File: config.mk
export PLATFORM = sky130hd
export DESIGN_NAME = seq_en_pulse_gen
export DESIGN_NICKNAME = d
export VERILOG_FILES = /design/src/rtl/seq_en_pulse_gen.sv
export SDC_FILE = /design/constraint.sdc
export NUM_CORES = 1
export LEC_CHECK = 0
export BUFFER_PORTS_ARGS = -buffer_cell sky130_fd_sc_hd__buf_2
export CORE_ASPECT_RATIO = 0.8
export CORE_MARGIN = 2
export CORE_UTILIZATION = 40
export DETAILED_ROUTE_END_ITERATION = 16
export GPL_TIMING_DRIVEN = 0
export PLACE_DENSITY = 0.65
export SYNTH_ARGS = -nofsm -noshare
export SYNTH_HDL_FRONTEND = slang
export SYNTH_SLANG_ARGS = --single-unit
File: constraint.sdc
create_clock -name clk -period 1.9 [get_ports clk]
set_input_delay 0.38 -clock clk [delete_from_list [all_inputs] [get_ports clk]]
set_output_delay 0.38 -clock clk [all_outputs]
set_load 0.01 [all_outputs]
File: src/rtl/seq_en_pulse_gen.sv
// Purpose : debounces a raw asynchronous request level and emits single-cycle
//           enable pulses on press, with optional auto-repeat while held.
// Latency : en rises in the cycle after edge DEBOUNCE+2 following an in_ rise.
// Backpressure: none. Pulses are fire-and-forget. pressed is the debounced level.
//
// Ports
//   clk        sole clock; all state updates on its rising edge
//   reset      asynchronous active-low reset
//   in_        raw, asynchronous, bouncy request level
//   repeat_en  synchronous; enables auto-repeat pulses while held
//   en         registered single-cycle enable pulse
//   pressed    debounced level: high in HELD and DB_RELEASE
module seq_en_pulse_gen #(
    parameter int DEBOUNCE      = 4,   // 1..15
    parameter int REPEAT_DLY    = 16,  // 2..255
    parameter int REPEAT_PERIOD = 4    // 1..REPEAT_DLY
) (
    input  logic clk,
    input  logic reset,
    input  logic in_,
    input  logic repeat_en,
    output logic en,
    output logic pressed
);

    typedef enum logic [1:0] {
        IDLE       = 2'd0,
        DB_PRESS   = 2'd1,
        HELD       = 2'd2,
        DB_RELEASE = 2'd3
    } state_t;

    // dcnt holds the number of consecutive qualifying samples seen so far, so
    // the transition fires on the edge where dcnt already equals DEBOUNCE-1.
    localparam logic [3:0] DB_LAST    = 4'(DEBOUNCE - 1);
    // The repeat timer counts HELD cycles with repeat_en high; the pulse is
    // launched on the edge where it has reached REPEAT_DLY-1, so en is seen
    // REPEAT_DLY cycles after HELD entry (or after repeat_en returns).
    localparam logic [7:0] RPT_LAST   = 8'(REPEAT_DLY - 1);
    localparam logic [7:0] RPT_RELOAD = 8'(REPEAT_DLY - REPEAT_PERIOD);

    logic [1:0] sync_q;
    logic       s;
    state_t     state_q, state_d;
    logic [3:0] dcnt_q, dcnt_d;
    logic [7:0] rpt_q, rpt_d;
    logic       en_q, en_d;

    assign s = sync_q[1];

    // Two-flop synchronizer; nothing downstream looks at in_ directly.
    always_ff @(posedge clk or negedge reset) begin
        if (!reset) begin
            sync_q <= 2'b00;
        end else begin
            sync_q <= {sync_q[0], in_};
        end
    end

    always_ff @(posedge clk or negedge reset) begin
        if (!reset) begin
            state_q <= IDLE;
            dcnt_q  <= 4'd0;
            rpt_q   <= 8'd0;
            en_q    <= 1'b0;
        end else begin
            state_q <= state_d;
            dcnt_q  <= dcnt_d;
            rpt_q   <= rpt_d;
            en_q    <= en_d;
        end
    end

    always_comb begin
        state_d = state_q;
        dcnt_d  = dcnt_q;
        // Timer is cleared in every path except "stay in HELD with repeat_en",
        // which covers clearing on HELD entry and on repeat_en low.
        rpt_d   = 8'd0;
        en_d    = 1'b0;

        case (state_q)
            IDLE: begin
                dcnt_d = 4'd0;
                if (s) begin
                    if (DEBOUNCE == 1) begin
                        state_d = HELD;
                        en_d    = 1'b1;
                    end else begin
                        state_d = DB_PRESS;
                        dcnt_d  = 4'd1;
                    end
                end
            end

            DB_PRESS: begin
                if (!s) begin
                    state_d = IDLE;
                    dcnt_d  = 4'd0;
                end else if (dcnt_q == DB_LAST) begin
                    state_d = HELD;
                    dcnt_d  = 4'd0;
                    en_d    = 1'b1;
                end else begin
                    dcnt_d = dcnt_q + 4'd1;
                end
            end

            HELD: begin
                dcnt_d = 4'd0;
                if (!s) begin
                    // Leaving HELD never pulses, even if the timer is due.
                    if (DEBOUNCE == 1) begin
                        state_d = IDLE;
                    end else begin
                        state_d = DB_RELEASE;
                        dcnt_d  = 4'd1;
                    end
                end else if (repeat_en) begin
                    if (rpt_q == RPT_LAST) begin
                        rpt_d = RPT_RELOAD;
                        en_d  = 1'b1;
                    end else begin
                        rpt_d = rpt_q + 8'd1;
                    end
                end
            end

            DB_RELEASE: begin
                if (s) begin
                    // Glitch low while held: resume without a new pulse.
                    state_d = HELD;
                    dcnt_d  = 4'd0;
                end else if (dcnt_q == DB_LAST) begin
                    state_d = IDLE;
                    dcnt_d  = 4'd0;
                end else begin
                    dcnt_d = dcnt_q + 4'd1;
                end
            end

            default: begin
                state_d = IDLE;
                dcnt_d  = 4'd0;
            end
        endcase
    end

    assign en      = en_q;
    assign pressed = (state_q == HELD) || (state_q == DB_RELEASE);

endmodule

==> metrics.txt <==
WP depth 4; CTS root buffer clkbuf_4; Highest Clock Rate 555 MHz; filler instances 202; Syn Area/Cell 10.6 um2; global-route wire length before repair 2.55 mm; via/cell ratio 5.44; DRT iter0 DRCs 10; starting density of the core 41.7%; Final Max Slew Viols 0; TritonCTS clock tree built; Hold Vio Cnt, Final 17; synth unique cells 31; net switching power 0.000374 W; Port Buffers 5; Max transition margin 71.0%; Worst-path clk slew 0.10 ns; Die Wd 56.5 um; DRT Pass-1 Iters 4; sequential power share 43.2%; CP Buf/Inv Count 2; Post-route DRC 0; pin count of the biggest net entering global routing 18; die area 2600 um2; antenna cells 0; die height 46.0 um; Mapped Nets 94; internal power 0.000673 W; Post-Synthesis Cells 83; CTS buffer count 3; min Tclk post-route 1.80 ns; Async S/R FF share, synth 100%; Setup crit end kind primary output; Cell Chain, Critical Path buf_4 > ha_2 > or2_2 > buf_2; Final Power 0.00105 W; Worst Clk Skew 0.00207 ns; cell area after synthesis 883 um2; CP peak stage delay 0.39 ns; wire per inst 12.6 um; gr ovfl total 0; critical path launch point type register; clk sinks 17; NumNets Final 104; type of the worst setup path reg -> out; fraction of layout cells with a size suffix above 1 22.8%; Layout area overhead 10.3%; register area share after synthesis 48.2%; max-cap violations 0; RSZ-0062 raised after global routing no; maximum buffer depth of the clock tree 2; Area after DPL 940 um2; switching share of power 35.7%; Cell Count, Final, Fillers Out 117; vias in the first global route 604; clock power share 17.8%; worst path arrival time 1.42 ns; vias 637; Top FF cell, synth dfrtp_1; P_leak 0.444 nW; failing checks hold timing; final antenna-violating net count 0; htree depth 1; Hold Slack -0.00598 ns; Placer Congestion 0.792; hold crit path type in -> async; delay-heaviest family, CP flip-flops; core region area 2120 um2; HPWL reported at the end of detailed placement 1.10 mm; count of flip-flops with a built-in enable after synthesis 0; Ys Warns 0; I/O pin cnt 6; antenna violations before repair 0; setup_tns 0 ns; hold_buf cts 0; cells on worst reg2reg path 4; clock latency on the worst-skew pair 0.28 ns; Routed WL 1.48 mm; Worst path slowest cell dfrtp_1; Worst-Margin Slew 0.435 ns; PwrDens 1070 nW/um2; Peak VDD IR 585 uV; # setup viols final 0; worst path required time 1.52 ns; share of the clock period used by the worst path 94.8%; largest driver fanout on the critical path 3; Comb pwr share 39.0%; Seq cells post-synth 17; status finished with violations; final instance area 975 um2; Rows 15; global-route usage over all layers 13.0%; dpl cells 113
[metrics by stage]
stage | setup WS [ns] | util, %
3_3_place_gp | 0.244 | 44.3
6_report | 0.0992 | 46.0
2_1_floorplan | 0.419 | -
4_1_cts | 0.0265 | 45.7
5_1_grt | 0.0299 | 46.0
3_5_place_dp | 0.236 | 44.3
[sequential cells by signal, summed over array words and instances (netlist names), named ones only]
register  flops
rpt_q         8
sync_q        2
en            1
state_q       1
dcnt_q        4
[kinds of logic (layout without fill, tap and decap cells)]
| family | after synthesis | in the layout | share of synthesized area (%) |
|---|---|---|---|
| compound gates | 20 | 20 | 15.4 |
| xor+xnor | 3 | 3 | 2.98 |
| fa+ha+maj | 7 | 7 | 9.91 |
| buf+inv | 9 | 18 | 4.82 |
| flops | 17 | 17 | 48.2 |
| mux | 2 | 2 | 2.27 |
| simple gates | 25 | 25 | 16.4 |
[power by group through the flow]
stage               Sequential, W  Clock, W  Combinational [W]
floorplan                0.000458         0           0.000290
global placement         0.000463         0           0.000369
detailed placement       0.000466         0           0.000382
CTS                      0.000451  0.000197           0.000403
global route             0.000458  0.000212           0.000461
finish                   0.000452  0.000186           0.000409
[path summary, 6_finish.rpt]
check / from / endpoint / slack [ns]
setup / recovery: state_q[0]$_DFFE_PN0P_ / pressed / 0.1
hold / removal: reset / rpt_q[7]$_DFF_PN0_ / -0.006
setup reg to reg: rpt_q[0]$_DFF_PN0_ / rpt_q[4]$_DFF_PN0_ / 0.37
hold reg to reg: sync_q[0]$_DFF_PN0_ / sync_q[1]$_DFF_PN0_ / 0.36
max in group asynchronous: reset / state_q[0]$_DFFE_PN0P_ / 1.64
min in group clk: in_ / sync_q[0]$_DFF_PN0_ / 0.20
[layout by cell type, fill, tap and decap left out, types with 4 or more instances in the layout]
cell,count
dfrtp_1,17
inv_1,7
o21ai_0,5
a21oi_1,5
ha_1,5
buf_2,5
nor3_1,4
nand3_1,4
[worst register-to-register path: cells and delay by family, from the launching register on]
kind            cells  cell delay [ns]
flops               1             0.40
simple gates        2             0.72
compound gates      1             0.12
fa+ha+maj           1             0.22
[synth_stat cells, drive strengths merged (2+ instances only)]
| master | instances | area [um2] |
|---|---|---|
| inv | 7 | 26.3 |
| a21oi | 5 | 25.0 |
| nand3 | 4 | 20.0 |
| or3 | 4 | 28.8 |
| nor2 | 3 | 11.3 |
| o31ai | 3 | 27.5 |
| nor3 | 4 | 20.0 |
| dfrtp | 17 | 425 |
| ha | 7 | 87.6 |
| mux2i | 2 | 20.0 |
| nand2 | 2 | 7.51 |
| xor2 | 2 | 17.5 |
| o21ai | 5 | 25.0 |
| nor3b | 2 | 15.0 |
| or2 | 2 | 12.5 |
[final cells by class]
cell class	instances	area, um2	share of cell area [%]
clock inverter	1	5.00	0.513
tap	25	31.3	3.21
inverter	7	26.3	2.70
timing repair buffer	6	32.5	3.34
buffer	1	11.3	1.16
sequential	17	425	43.6
multi-input combinational	57	420	43.1
clock buffer	3	22.5	2.31
[per-layer routing]
layer	GRT usage, %	vias up	wire (um)
met2	20.7	12	668
met1	16.8	304	734
met5	0	-	0
li1	-	319	-
met4	2.38	0	8
met3	5.40	2	64
[what timing repair did]
action	4_1_cts	5_1_grt
endpoints found under the hold margin	0	0
buffers inserted	1	0
setup endpoints to repair	1	1
gates resized for setup	0	2
No activity file was read; power rests on OpenSTA's default activity.
